$ cat config.mk
export PLATFORM = sky130hd
export DESIGN_NAME = fixed_encoder
export DESIGN_NICKNAME = d
export VERILOG_FILES = /design/src/rtl/fixed_encoder.sv
export SDC_FILE = /design/constraint.sdc
export NUM_CORES = 1
export LEC_CHECK = 0
export CORE_ASPECT_RATIO = 1.2
export CORE_MARGIN = 2
export CORE_UTILIZATION = 55
export DETAILED_ROUTE_END_ITERATION = 10
export PLACE_DENSITY = 0.73
export SYNTH_ARGS = -nofsm -noshare
export SYNTH_HDL_FRONTEND = slang
export SYNTH_SLANG_ARGS = --single-unit
$ cat constraint.sdc
create_clock -name iClock -period 5.4 [get_ports iClock]
set_clock_uncertainty 0.2 [all_clocks]
set_input_delay 0.54 -clock iClock [delete_from_list [all_inputs] [get_ports iClock]]
set_output_delay 0.54 -clock iClock [all_outputs]
set_load 0.02 [all_outputs]
$ cat src/rtl/fixed_encoder.sv
// fixed_encoder: fixed linear-predictor residual encoder for 16-bit PCM.
//
// Keeps a 4-deep history of accepted samples and, per sample, emits either
// the fixed-predictor residual of the latched order (0..4) or the verbatim
// sample while the block is still in warmup (index < order). All outputs are
// registered, so each result appears one cycle after its input.
//
// Optional feature (macro FIXED_ORDER_SEARCH_EN): five saturating
// accumulators of |residual_k| (k = 0..4) over samples with index >= 4. Two
// cycles after the last sample of a block, they select the best order.
//
// Ports:
//   iClock      in   clock, rising edge
//   iReset_n    in   asynchronous active-low reset
//   iStart      in   block-start strobe, latches iOrder (5..7 -> 4)
//   iOrder      in   [2:0] predictor order
//   iValid      in   iSample valid
//   iSample     in   [15:0] signed PCM sample
//   iLast       in   last sample of block (qualified by iValid)
//   oValid      out  oResidual/oWarmup valid
//   oResidual   out  [19:0] signed residual or sign-extended warmup sample
//   oWarmup     out  oResidual is a verbatim warmup sample
//   oBestValid  out  single-cycle pulse, oBestOrder valid
//   oBestOrder  out  [2:0] order with minimum absolute residual sum
module fixed_encoder #(
   parameter int unsigned ACC_WIDTH = 32
) (
   input  logic               iClock,
   input  logic               iReset_n,
   input  logic               iStart,
   input  logic [2:0]         iOrder,
   input  logic               iValid,
   input  logic signed [15:0] iSample,
   input  logic               iLast,
   output logic               oValid,
   output logic signed [19:0] oResidual,
   output logic               oWarmup,
   output logic               oBestValid,
   output logic [2:0]         oBestOrder
);

   logic signed [15:0] x1_q, x2_q, x3_q, x4_q;
   logic [2:0]         n_q, n_d;
   logic [2:0]         order_q, order_d;
   logic [2:0]         ord_eff, n_eff;
   logic               valid_q, warm_q, warm_d;
   logic signed [19:0] resid_q, resid_d;
   logic signed [19:0] s, a1, a2, a3, a4;
   logic signed [19:0] r0, r1, r2, r3, r4;

   // A start strobe takes effect in its own cycle: a coincident sample is
   // index 0 of the new block under the new order.
   always_comb begin
      ord_eff = iStart ? ((iOrder > 3'd4) ? 3'd4 : iOrder) : order_q;
      n_eff   = iStart ? 3'd0 : n_q;
   end

   // All terms are widened to 20 bits first; the final results fit, so any
   // intermediate wrap cancels out in two's-complement arithmetic.
   always_comb begin
      s  = 20'(iSample);
      a1 = 20'(x1_q);
      a2 = 20'(x2_q);
      a3 = 20'(x3_q);
      a4 = 20'(x4_q);
      r0 = s;
      r1 = s - a1;
      r2 = s - (a1 <<< 1) + a2;
      r3 = s - (a1 <<< 1) - a1 + (a2 <<< 1) + a2 - a3;
      r4 = s - (a1 <<< 2) + (a2 <<< 2) + (a2 <<< 1) - (a3 <<< 2) + a4;
   end

   always_comb begin
      warm_d  = (n_eff < ord_eff);
      resid_d = r4;
      unique case (ord_eff)
         3'd0:    resid_d = r0;
         3'd1:    resid_d = r1;
         3'd2:    resid_d = r2;
         3'd3:    resid_d = r3;
         default: resid_d = r4;
      endcase
      if (warm_d) resid_d = s;
      order_d = ord_eff;
      n_d     = n_eff;
      if (iValid) n_d = (n_eff >= 3'd4) ? 3'd4 : n_eff + 3'd1;
   end

   always_ff @(posedge iClock or negedge iReset_n) begin
      if (!iReset_n) begin
         x1_q    <= '0;
         x2_q    <= '0;
         x3_q    <= '0;
         x4_q    <= '0;
         n_q     <= '0;
         order_q <= '0;
         valid_q <= 1'b0;
         resid_q <= '0;
         warm_q  <= 1'b0;
      end else begin
         n_q     <= n_d;
         order_q <= order_d;
         valid_q <= iValid;
         if (iValid) begin
            resid_q <= resid_d;
            warm_q  <= warm_d;
            x1_q    <= iSample;
            x2_q    <= x1_q;
            x3_q    <= x2_q;
            x4_q    <= x3_q;
         end
      end
   end

   assign oValid    = valid_q;
   assign oResidual = resid_q;
   assign oWarmup   = warm_q;

`ifdef FIXED_ORDER_SEARCH_EN
   localparam int unsigned SW = (ACC_WIDTH > 20) ? ACC_WIDTH + 1 : 21;
   localparam logic [SW-1:0] ACC_MAX = SW'({ACC_WIDTH{1'b1}});

   logic [ACC_WIDTH-1:0] acc_q [5];
   logic [ACC_WIDTH-1:0] acc_d [5];
   logic [19:0]          mag   [5];
   logic [SW-1:0]        sum;
   logic                 last_q;
   logic                 best_valid_q;
   logic [2:0]           best_q, best_d;

   always_comb begin
      mag[0] = r0[19] ? 20'(-r0) : r0;
      mag[1] = r1[19] ? 20'(-r1) : r1;
      mag[2] = r2[19] ? 20'(-r2) : r2;
      mag[3] = r3[19] ? 20'(-r3) : r3;
      mag[4] = r4[19] ? 20'(-r4) : r4;
      sum    = '0;
      for (int unsigned k = 0; k < 5; k++) begin
         sum      = SW'(acc_q[k]) + SW'(mag[k]);
         acc_d[k] = (sum > ACC_MAX) ? '1 : ACC_WIDTH'(sum);
      end
   end

   // Strict less-than keeps the lowest order on ties.
   always_comb begin
      best_d = 3'd0;
      for (int unsigned k = 1; k < 5; k++) begin
         if (acc_q[k] < acc_q[best_d]) best_d = 3'(k);
      end
   end

   always_ff @(posedge iClock or negedge iReset_n) begin
      if (!iReset_n) begin
         for (int unsigned k = 0; k < 5; k++) acc_q[k] <= '0;
         last_q       <= 1'b0;
         best_valid_q <= 1'b0;
         best_q       <= '0;
      end else begin
         if (iStart) begin
            for (int unsigned k = 0; k < 5; k++) acc_q[k] <= '0;
         end else if (iValid && (n_eff >= 3'd4)) begin
            for (int unsigned k = 0; k < 5; k++) acc_q[k] <= acc_d[k];
         end
         // One cycle lets the last sample land in the sums before selection.
         last_q       <= iValid & iLast;
         best_valid_q <= last_q;
         if (last_q) best_q <= best_d;
      end
   end

   assign oBestValid = best_valid_q;
   assign oBestOrder = best_q;
`else
   logic unused_search;
   assign unused_search = iLast | (ACC_WIDTH == 0);
   assign oBestValid    = 1'b0;
   assign oBestOrder    = 3'd0;
`endif

endmodule

==> impl_results.md, run 1 <==
* Worst reg-to-reg setup slack at 0.31 ns
* H-tree levels at 3
* DR vias/cell at 5.87
* Min cycle time layout at 5.17 ns
* First drt pass iteration count at 5
* WL/cell at 19.9 microns
* CTS Hold Bufs at 0
* Hold violation count in the final report at 22
* Fin nets at 1605
* Data arrival, critical path at 5.20 ns
* CTS tree: built
* Netlist Area Pre-Place at 0.0112 sq mm
* Synth unique cells at 80
* Placer Congestion at 0.950
* CP startpoint kind: input pin
* Cells along the critical path: clkdlybuf4s50_1, ha_1, o21a_1, o31a_1, o31ai_1, buf_4, nand3_4, nand3_4, nand3_4, o41ai_4, xor2_1, fa_2, inv_2, ha_4, ha_4, ha_4, o21a_1, o21ai_1, a21oi_2, a211o_1, a211oi_2, o31ai_1
* Synth Area in XOR/XNOR at 4.99%
* Mux cell area share after synthesis at 3.29%
* Synth Area in Adders at 32.1%
* Synth top area cells: fa_1 21%, dfrtp_1 20%, ha_1 11%
* Die width at 135 microns
* Commonest non-fill, non-tap cell in the layout: inv_1
* # DRC at 0
* Crit Path Category: in2reg
* Max incr delay on CP at 0.48 ns
* Ports at 50
* Worst Setup SP: iSample[3]
* Initial antenna violation count at 0
* Post-DP HPWL at 25900 microns
* Clock root buffer: clkbuf_16
* Row count at 57
* Post-synthesis compound-gate area fraction at 19.6%
* First-pass GRT wire length at 52500 microns
* Fin crit share at 95.7%
* Crit path max fanout at 3
* Initial Utilization at 55.7%
* Vias in the first global route at 10000
* Worst-margin pin slew at 0.778 ns
* Tot GR Track Use at 31.6%
* Failing checks: hold timing
* FF-to-FF Start: x1_q[1]$_DFFE_PN0P_
* Antenna diodes at 0
* RSZ-0062 raised after global routing: no
* Pint at 0.00456 W
* Max Cap Viol at 0
* Setup Fix Bufs, Post-CTS at 0
* Avg Inst Size Synth at 9.07 sq um
* Cells after Synth at 1240
* CORE AREA at 0.0202 sq mm
* Post-place setup slack at -0.474 ns
* Area growth syn-to-layout at 16.3%
* Asr flop ratio synth at 100%
* Max stage delay cell, worst path: fa_2
* Port buffer count at 44
* Largest family of logic cells by synthesized area: adder cells
* Initial drt markers at 555
* Status: finished with violations
* CTS Buf Count at 9
* #FFs+latches synth at 92
* Yosys warns at 0
* Max-slew violation count at 0
* Clk_lat worst skew at 0.37 ns
* Largest net degree at the start of global routing at 73
* Leading area contributor after synthesis: fa_1
* Min-delay worst type: in2async
* Ys flop type: dfrtp_1
* NetSw at 0.00470 W
* Pwr Density at 708 mW/mm^2
* Vert. Die Dim at 161 microns
* Setup-failing EPs final at 0
* DRT Wirelength at 32400 microns
* EDFF count, synth at 0
* Yosys top cell area share at 20.8%
* Clock power frac at 7.5%
* Reg power frac at 10.3%
* Clock slew at reported path FFs at 0.07 ns
* DIE AREA at 0.0216 sq mm
* Leakage at 6.20 nW
* Max clock buf depth at 2
* Post-route setup slack at 0.235 ns
* Simple-gate area share of the yosys netlist at 11.4%
* Register area share after synthesis at 20.5%
* Normalized max-slew margin at 48.0%
* Post-DRT Antenna Nets at 0
* Peak supply drop at 0.465 mV
* Sw Share at 50.8%
* Vias post-DR at 9591
* Required time of the critical path at 5.43 ns
* Layout cells sized above 1 at 13.5%
* Worst setup EP type: register
* Setup_tns at 0 ns
* Clock sinks at 92
* Min Hold Slack at -0.0205 ns
* Fmax achieved at 194 MHz
* Most frequent cells in the layout: 197 x inv_1, 116 x fa_1, 100 x buf_4
* GRT Residual Overflow at 0
* Logic pwr share at 82.2%
-- sequential cells by signal, summed over array words and instances (netlist names) --
name	cells
oWarmup	1
x3_q	16
n_q	3
x2_q	16
oResidual	20
oValid	1
x1_q	16
order_q	3
x4_q	16
-- cells in the mapped netlist, types with 6 or more instances --
library cell    n
inv_1         199
fa_1          117
ha_1          101
o21ai_0        96
dfrtp_1        92
nand2_1        83
a21oi_1        62
nor2_1         58
xnor2_1        41
nand3_1        38
mux2_2         29
xor2_1         23
a21o_1         21
clkbuf_1       20
nor3_1         20
a211oi_1       18
a31oi_1        16
o21a_1         13
nor2b_1        12
o21bai_1       12
and3_1         11
nand2b_1       11
or3_1          10
a221oi_1        8
o211ai_1        7
o221ai_1        7
o31ai_1         7
a211o_1         6
a21boi_0        6
nand4_1         6
-- area by class of cell --
type	count	area (sq um)
multi-input cells	916	8210
clock buffers	10	229
fillers	1730	7110
clock inverters	6	73.8
repair buffers	142	1180
inverters	202	758
flip-flops and latches	92	2300
well taps	265	332
-- metal layers --
metal / global-route usage, % / routed length [microns] / vias to the layer above
met5: 0 / 0 / -
met2: 54.2 / 16000 / 289
li1: - / - / 4514
met1: 38.1 / 12800 / 4688
met3: 3.79 / 1450 / 100
met4: 18.6 / 2180 / 0
-- critical path: cells and delay by family --
kind	cells	cell delay, ns
fa+ha+maj	5	1.47
buf+inv	3	0.68
compound gates	10	1.95
simple gates	3	0.30
xor+xnor	1	0.25
-- per-stage QoR --
step           util [%]  hold slack, ns  cell area, sq um  power (W)  std cells
2_1_floorplan         -          0.0444             11300    0.00584       1243
3_3_place_gp       62.5           0.284             12600    0.00817       1617
3_5_place_dp       62.5           0.291             12600    0.00828       1617
4_1_cts            64.0         0.00469             12900    0.00905       1633
5_1_grt            64.8          0.0362             13100     0.0101       1633
6_report           64.8         -0.0205             13100    0.00926       1633
-- logic make-up (layout without fill, tap and decap cells) --
family | after synthesis | in the layout
AOI/OAI and AO/OA | 328 | 328
xor gates and xnor gates | 64 | 64
adders and majority gates | 218 | 218
buffers and inverters | 235 | 360
DFF | 92 | 92
muxes | 33 | 33
other | 1 | 4
and+or+nand+nor | 269 | 269
-- power groups by stage --
stage	Clock [W]	Sequential, W	Combinational (W)
3_3_place_gp	0	0.000963	0.00720
3_5_place_dp	0	0.000967	0.00731
2_1_floorplan	0	0.000998	0.00484
6_report	0.000692	0.000953	0.00761
5_1_grt	0.000721	0.000974	0.00840
4_1_cts	0.000703	0.000955	0.00739
-- what timing repair did --
action	CTS	global route
pin swaps	0	16
setup endpoints to repair	4	11
gates resized for setup	4	29
-- worst paths after layout --
check,cells past startpoint,end
worst max-delay path,22,oResidual[19]$_DFFE_PN0P_
worst min-delay path,1,x2_q[11]$_DFFE_PN0P_
worst max register to register,22,oResidual[19]$_DFFE_PN0P_
worst min register to register,1,x2_q[13]$_DFFE_PN0P_
max in group asynchronous,2,x4_q[2]$_DFFE_PN0P_
min in group iClock,1,x2_q[13]$_DFFE_PN0P_
No activity file was read; power rests on OpenSTA's default activity.
==> run 2: changes to the inputs <==
--- a/config.mk
+++ b/config.mk
@@ -6,7 +6,7 @@
 export NUM_CORES = 1
 export LEC_CHECK = 0
 export CORE_ASPECT_RATIO = 1.2
-export CORE_MARGIN = 2
+export CORE_MARGIN = 3
 export CORE_UTILIZATION = 55
 export DETAILED_ROUTE_END_ITERATION = 10
 export PLACE_DENSITY = 0.73
==> run 2 against run 1 <==
Effect of this change: the flow finishes with violations (DRC); combinational power decreased by 1%; maximum frequency about the same; final area shrank 0.32%; total power down 1.4%; sequential cell count is the same; clock power is 3.9% lower; worst setup slack lost 0.0010 ns; non-clock buffer count is 2 lower; via count is 0.20% lower; utilization rose by 0.95 points; register-to-register slack about the same; critical path type unchanged.
==> impl_results.md, run 2 (synthesis results as in run 1) <==
* Status: finished with violations
* Failing checks: DRC
* Tot GR Track Use at 30.4% (-1.2 points)
* DR vias/cell at 5.89 (+0.23%)
* CTS Buf Count at 9 (unchanged)
* Setup_tns at 0 ns (unchanged)
* Worst-margin pin slew at 0.827 ns (+0.0499 ns)
* Post-DP HPWL at 25800 microns (-0.48%)
* Max Used Layer: met4
* Vias post-DR at 9572 (-0.20%)
* Cells along the critical path: clkdlybuf4s50_1, ha_1, o21a_1, o31a_1, o31ai_1, buf_4, nand3_4, nand3_4, nand3_4, o41ai_4, xor2_1, fa_2, inv_2, fa_1, ha_4, ha_4, buf_4, nand4_1, nor2_1, a2111oi_2, a211oi_2, o31ai_1
* Max reg flops at 20 (unchanged)
* Inst Count DP at 1606 (-0.68%)
* Total Power at 0.00913 W (-1.4%)
* Most frequent cells in the layout: 198 x inv_1, 116 x fa_1, 97 x buf_4
* Min Hold Slack at 0.299 ns (+0.320 ns)
* Max clock buf depth at 2 (unchanged)
* H-tree levels at 3 (unchanged)
* Clock sinks at 92 (unchanged)
* WL/cell at 19.9 microns (+0.31%)
* Initial drt markers at 644 (+16%)
* Min cycle time layout at 5.17 ns (+0.00101 ns)
* Commonest non-fill, non-tap cell in the layout: inv_1
* Data arrival, critical path at 5.23 ns (+0.03 ns)
* Clk_lat worst skew at 0.36 ns (about the same)
* Fin crit share at 95.7% (about the same)
* Largest net degree at the start of global routing at 80 (+9.6%)
* Vert. Die Dim at 163 microns (+1.2%)
* CP startpoint kind: input pin
* Pwr Density at 700 mW/mm^2 (-1.1%)
* Crit path max fanout at 5 (+2)
* Post-DRT Antenna Nets at 0 (unchanged)
* Metal3 WL at 1280 microns (-12%)
* Critical path's top delay family: adder cells
* Most used cell, CP: nand3_4
* Max stage delay cell, worst path: fa_1
* Crit Path Category: in2reg
* Max incr delay on CP at 0.59 ns (+0.11 ns)
* Clock slew at reported path FFs at 0.07 ns (about the same)
* Normalized max-slew margin at 44.6% (-3.3 points)
* Met2 Wirelength at 16300 microns (+1.9%)
* Fin nets at 1603 (-0.12%)
* Antenna diodes at 0 (unchanged)
* GRT Residual Overflow at 0 (unchanged)
* DP Area at 0.0125 sq mm (-0.46%)
* Required time of the critical path at 5.46 ns (+0.03 ns)
* DRT Wirelength at 32400 microns (-0.12%)
* Fmax achieved at 194 MHz (about the same)
* Port buffer count at 44 (unchanged)
* Setup-failing EPs final at 0 (unchanged)
* M1 wire length at 13000 microns (+1.5%)
* Min-delay worst type: reg2reg
* Initial Utilization at 56.7% (+0.99 points)
* Die width at 137 microns (+1.5%)
* Leakage at 6.19 nW (-0.25%)
* DIE AREA at 0.0222 sq mm (+2.8%)
* CTS tree: built
* Row count at 56 (-1.8%)
* Area growth syn-to-layout at 16.0%
* Clock root buffer: clkbuf_16
* CP Buf/Inv Count at 4 (+1)
* Hold violation count in the final report at 0 (-100%)
* Max Cap Viol at 0 (unchanged)
* # DRC at 2 (+2)
* Peak supply drop at 0.640 mV (+38%)
* First drt pass iteration count at 9 (+4)
* First-pass GRT wire length at 52200 microns (-0.47%)
* Vias in the first global route at 10100 (+0.80%)
* Placer Congestion at 0.998 (+5.1%)
* Design area at 0.0130 sq mm (-0.32%)
* Ports at 50 (unchanged)
* Max-slew violation count at 0 (unchanged)
* Layout cells sized above 1 at 13.2% (-0.26 points)
* Worst setup EP type: register
* Initial antenna violation count at 0 (unchanged)
* CORE AREA at 0.0198 sq mm (-1.8%)
* Final Non-Filler Cells at 1626 (-0.43%)
==> run 2: worst paths after layout <==
| check | from | to | slack, ns | depth (start not counted) |
|---|---|---|---|---|
| max | iSample[3] | oResidual[19]$_DFFE_PN0P_ | 0.23 | 22 |
| min | x1_q[3]$_DFFE_PN0P_ | x2_q[3]$_DFFE_PN0P_ | 0.30 | 2 |
| max reg2reg | x1_q[1]$_DFFE_PN0P_ | oResidual[19]$_DFFE_PN0P_ | 0.30 | 22 |
| min reg2reg | x1_q[3]$_DFFE_PN0P_ | x2_q[3]$_DFFE_PN0P_ | 0.30 | 2 |
| max in group asynchronous | iReset_n | x3_q[15]$_DFFE_PN0P_ | 3.39 | 3 |
| min in group asynchronous | iReset_n | x3_q[2]$_DFFE_PN0P_ | 0.51 | 2 |
==> run 2: through the flow <==
step / worst slack (ns) / util, %
3_3_place_gp: -0.536 / 63.3
5_1_grt: -0.0423 / 65.7
2_1_floorplan: 0.506 / -
3_5_place_dp: -0.574 / 63.3
4_1_cts: 0.00341 / 65.0
6_report: 0.234 / 65.7
==> run 2: worst reg2reg max path: cells and delay by family (launching register included) <==
| family | cells | cell delay [ns] |
|---|---|---|
| buf+inv | 4 | 0.45 |
| xor+xnor | 1 | 0.25 |
| flops | 1 | 0.39 |
| simple gates | 6 | 0.58 |
| compound gates | 6 | 1.60 |
| fa+ha+maj | 5 | 1.51 |
==> run 2: cell type report <==
class / count / area (sq um)
tap: 261 / 327
clock buffer: 9 / 225
inverter: 202 / 758
fill: 1662 / 6790
timing repair buffer: 140 / 1160
multi-input combinational: 916 / 8200
sequential: 92 / 2300
clock inverter: 6 / 63.8
==> run 2: where the power goes <==
| part | internal [W] | switching [W] |
|---|---|---|
| Clock | 0.000357 | 0.000308 |
| Sequential | 0.000815 | 0.000135 |
| Combinational | 0.00330 | 0.00421 |
==> run 2: routing by layer <==
layer,vias to the layer above,track usage [%]
met5,-,0
met4,0,16.7
met3,91,3.15
met2,277,52.0
met1,4703,37.5
li1,4501,-
==> run 2: repair_timing <==
action | 4_1_cts | 5_1_grt
setup buffers | 1 | 3
hold buffers | 1 | 0
setup endpoints to repair | 6 | 11
hold endpoints to repair | 6 | 0
pin swaps | 2 | 15
resized for setup | 7 | 25
==> variant 1, RTL diff (flow settings as in run 1) <==
Remove the register `valid_q`: a continuous assignment takes its place, so the output `oValid` follows one clock earlier.
--- a/src/rtl/fixed_encoder.sv
+++ b/src/rtl/fixed_encoder.sv
@@ -95,5 +95,4 @@
          n_q     <= '0;
          order_q <= '0;
-         valid_q <= 1'b0;
          resid_q <= '0;
          warm_q  <= 1'b0;
@@ -101,5 +100,4 @@
          n_q     <= n_d;
          order_q <= order_d;
-         valid_q <= iValid;
          if (iValid) begin
             resid_q <= resid_d;
@@ -112,4 +110,6 @@
       end
    end
+
+   assign valid_q = iValid;
 
    assign oValid    = valid_q;
Behaviour: not the same (Yosys sat finds a counterexample within 4 cycles, from zero or initial values and one cycle with iReset_n low).
==> variant 1 against run 1 <==
  * Sequential share of layout area fell by 0.16 points
  * Area after synthesis shrank 0.16%
  * Sequential cell count decreased by 1
  * Final cell count grew 0.12%
  * Clock power down 4.9%
  * Power about the same
  * Setup slack got worse by 0.076 ns
  * Wire length shrank 0.60%
  * Final area down 0.17%
  * Critical endpoint unchanged
  * Largest power group unchanged
==> variant 1: results (changes against run 1) <==
- Least-Margin Pin Slew: 0.803 ns (was 0.778 ns)
- The global-route wire length before repair was 51.8 mm (was 52.5 mm).
- The adder and majority gate portion of the synthesized area came to 32.1% (about the same).
- The number of diodes added for antenna fixing was 0 (unchanged).
- The number of search-and-repair iterations in the first detailed-routing pass was 6 (was 5).
* Vias in the first global route: 10,000 (about the same)
- The fraction of power spent switching nets came to 50.8% (about the same).
* Setup WS pre-CTS: -0.515 ns (was -0.474 ns)
* Critical path fanouts, max: 5 (was 3)
* Power in combinational cells: 7.66 mW (was 7.61 mW)
- The final worst hold slack came to 0.305 ns (was -0.0205 ns).
- The HPWL after detailed placement was 25.8 mm (was 25.9 mm).
- Cts-stage hold buffer count: 1 (was 0)
- Class of the tightest hold or removal check: register to register (was primary input to asynchronous set/reset pin)
* Count of placed standard cells in the final layout, fillers left out: 1,635 (was 1,633)
- Run status: finished clean (was complete, but fails checks)
- The proportion of synthesized chip area in sequential cells was 20.3% (was 20.5%).
- Complex-gate fraction of the synthesized area: 19.7% (was 19.6%)
* Routed length on met3: 1.22 mm (was 1.45 mm)
- The largest net degree at the start of global routing was 75 (was 73).
- The instance area after placement came to 12,600 um^2 (about the same).
- The wire length on met1 came to 12.7 mm (was 12.8 mm).
* Avg Vias per Cell: 5.87 (about the same)
* Synth Area in XOR/XNOR: 4.99% (about the same)
- Number of DRC violations after detailed-routing iteration 0: 588 (was 555)
* Top post-synthesis cells by area: fa_1, dfrtp_1, ha_1 (unchanged)
- Routed wirelength normalized by instance count: 19.7 um (was 19.9 um)
- Met1 Resource Use GR: 36.8% (was 38.1%)
- The worst ir drop on vdd came to 0.575 mV (was 0.465 mV).
* Share of layout cells above drive strength 1: 13.6% (was 13.5%)
* Detailed route wirelength on metal2: 16.1 mm (was 16.0 mm)
- Share of synthesized area spent on multiplexers: 3.30% (was 3.29%)
- The CTS root buffer is clkbuf_16 (unchanged).
* Routability congestion estimate from global placement: 0.976 (was 0.950)
- The met2 track utilization from global routing was 54.1% (was 54.2%).
* Leakage power: 6.20 nW (about the same)
* Synthesized area per cell: 9.05 um^2 (was 9.07 um^2)
- Register-to-register setup slack: 0.24 ns (was 0.31 ns)
- Total global-route track usage: 31.2% (was 31.6%)
* Fraction of met3 tracks used by global routing: 3.88% (was 3.79%)
- The arrival time of the worst setup path was 5.31 ns (was 5.20 ns).
- The most instantiated flip-flop cell in the synthesis netlist is dfrtp_1 (unchanged).
- Top cell types by occurrence after synthesis: inv_1, fa_1, ha_1, o21ai_0, dfrtp_1 (unchanged).
* Power per Cell Area: 709 nW/um^2 (was 708 nW/um^2)
- Final Critical Period: 5.24 ns (was 5.17 ns)
- Clk. pwr: 658 uW (was 692 uW)
[variant 1: cell types whose count changed after synthesis]
cell     before  now
dfrtp_1      92   91
buf_4         5    6
[variant 1: worst max-delay path: stages]
cell and delay, ns:
clkdlybuf4s50_1 0.43, ha_1 0.32, o21a_1 0.20, o31a_1 0.14, o31ai_1 0.25, buf_4 0.18
nand3_4 0.08, nand3_2 0.11, nand3_4 0.08, o41ai_4 0.41, xor2_1 0.26, fa_2 0.24
inv_2 0.04, fa_1 0.52, ha_4 0.31, ha_4 0.19, buf_4 0.15, nand4_1 0.09
nor2_1 0.07, a2111oi_2 0.39, a211oi_2 0.07, o31ai_1 0.24
[variant 1: area by class of cell]
type / count / area [um^2]
inverters: 202 / 758
well taps: 265 / 332
clock buffers: 9 / 225
multi-input cells: 916 / 8190
fillers: 1700 / 7060
clock inverters: 7 / 71.3
flip-flops and latches: 91 / 2280
repair buffers: 145 / 1200
==> variant 2, RTL diff (settings of run 1) <==
Made on the original files. Add a define of `FIXED_ORDER_SEARCH_EN`.
--- a/src/rtl/fixed_encoder.sv
+++ b/src/rtl/fixed_encoder.sv
@@ -23,4 +23,6 @@
 //   oBestValid  out  single-cycle pulse, oBestOrder valid
 //   oBestOrder  out  [2:0] order with minimum absolute residual sum
+`define FIXED_ORDER_SEARCH_EN
+
 module fixed_encoder #(
    parameter int unsigned ACC_WIDTH = 32
Behaviour: not the same (a bounded check fails within 4 cycles, from zero or initial values and one cycle with iReset_n low).
==> variant 2 against run 1 <==
  * The flow finishes with violations (max-capacitance violations, max-slew violations, negative setup slack)
  * Critical path depth rose by 24
  * Wire length rose to 3.6 times the old value
  * Via count rose to 3.2 times the old value
  * Sequential cell count rose by 165
  * Area after synthesis rose by 150%
  * Die area rose by 140%
  * Sequential share of layout area fell by 2.2 points
  * Core utilization rose by 18 points
  * Final area rose to 3.2 times the old value
  * Setup slack got worse by 3.9 ns
  * Final cell count rose to 3.0 times the old value
  * Global-route usage rose by 10 points
Power is not shown: default switching activity piles up to over one toggle a cycle in this logic, so the estimate is an artifact.
==> variant 2: results (changes against run 1) <==
* Routability congestion estimate from global placement: 1.01 (was 0.950)
* H-tree levels: 1 (was 3)
* Total half-perimeter wirelength after legalization and detailed placement: 84.1 mm (was 25.9 mm)
- Violations in the final reports: max-capacitance violations, max-slew violations, negative setup slack (was negative hold slack).
- Top cell types by occurrence after synthesis: ha_1, a21oi_1, dfrtp_1, nand2_1, inv_1 (was inv_1, fa_1, ha_1, o21ai_0, dfrtp_1).
* Data arrival at the endpoint of the critical path: 9.38 ns (was 5.20 ns)
- The count of mapped cells out of synthesis is 3,245 (was 1,240).
- Drt total wl: 118 mm (was 32.4 mm)
* Complex-gate fraction of the synthesized area: 22.5% (was 19.6%)
- Post-CTS Setup Repair Bufs: 87 (was 0)
- Pre-antenna DRT Iters: 6 (was 5)
- Vias in the first global route: 32,000 (was 10,000)
* Clock insertion delay at the later pin of the skew report: 0.63 ns (was 0.37 ns)
- The number of maximum-capacitance constraint violations is 1 (was 0).
- Cell with the biggest individual delay on the critical path: or4_4 (was fa_2)
* Number of endpoints failing setup at the final stage: 136 (was 0)
- Cell count after placement: 4,775 (was 1,617)
* Fraction of the yosys area taken by sequential cells: 23.0% (was 20.5%)
- The initial DRC count came to 2,566 (was 555).
- Fraction of the mapped netlist area in adder cells: 23.5% (was 32.1%)
- Worst setup path start: acc_q[133]$_DFFE_PN0P_ (was iSample[3])
* Final worst-path setup slack: -3.69 ns (was 0.235 ns)
- The largest fanout on the critical path is 6 (was 3).
- The synthesized-area fraction occupied by xor and xnor cells came to 7.31% (was 4.99%).
- The overall track demand over capacity in global routing was 41.8% (was 31.6%).
- Share of synthesized area spent on multiplexers: 4.29% (was 3.29%)
- The detailed-route vias per instance was 6.28 (was 5.87).
* Run status: complete, but fails checks (unchanged)
- The count of hold buffers inserted by post-cts repair came to 1 (was 0).
* Final count of pins violating max slew: 5 (was 0)
- Top post-synthesis cells by area: dfrtp_1, ha_1, fa_1 (was fa_1, dfrtp_1, ha_1)
* Pin count of the biggest net entering global routing: 141 (was 73)
- The share of cells above drive strength 1 came to 39.5% (was 13.5%).
* Stage delay of the slowest cell on the critical path: 0.44 ns (was 0.48 ns)
variant 2: cell types whose count changed after synthesis, sizes merged, moves of 47 or more:
cell | before | now
nand2 | 83 | 253
a21oi | 63 | 276
clkbuf | 20 | 91
a31oi | 18 | 82
nand3 | 38 | 86
nor3 | 20 | 87
inv | 201 | 248
ha | 101 | 329
dfrtp | 92 | 257
xnor2 | 41 | 160
xor2 | 23 | 73
o21ai | 97 | 241
a21o | 21 | 80
nor2 | 60 | 186
variant 2: per-layer routing:
metal	part of all wire (%)	GRT usage, %
met3	7.1	6.76
met5	0	0
met2	49	73.8
met4	9.5	32.7
met1	34	44.4
variant 2: metrics by stage:
step | setup slack [ns] | hold WS [ns] | TNS (ns) | cell area (um^2)
final | -3.69 | 0.125 | -207.40 | 41700
after global placement | -3.41 | 0.284 | -295.97 | 36700
after CTS | -3.37 | 0.111 | -216.49 | 39800
after detailed placement | -3.66 | 0.296 | -313.91 | 36700
after floorplan | -3.01 | 0.0444 | -112.23 | 28800
after global routing | -4.08 | 0.143 | -234.58 | 41700
variant 2: path summary, 6_finish.rpt:
check,end,slack (ns),depth (start not counted)
min reg2reg,x4_q[14]$_DFFE_PN0P_,0.31,1
max,oBestOrder[1]$_DFFE_PN0P_,-3.69,46
max reg2reg,oBestOrder[1]$_DFFE_PN0P_,-3.69,46
min,acc_q[86]$_DFFE_PN0P_,0.12,2
max in group asynchronous,x2_q[2]$_DFFE_PN0P_,3.36,3
min in group asynchronous,acc_q[30]$_DFFE_PN0P_,0.25,2
variant 2: cell type report:
class | instances | area share [%]
Multi-Input combinational cell | 2640 | 56.2
Timing Repair Buffer | 1115 | 21.9
Sequential cell | 257 | 15.4
Inverter | 249 | 2.29
Clock buffer | 46 | 2.11
Tap cell | 644 | 1.93
Clock inverter | 9 | 0.123
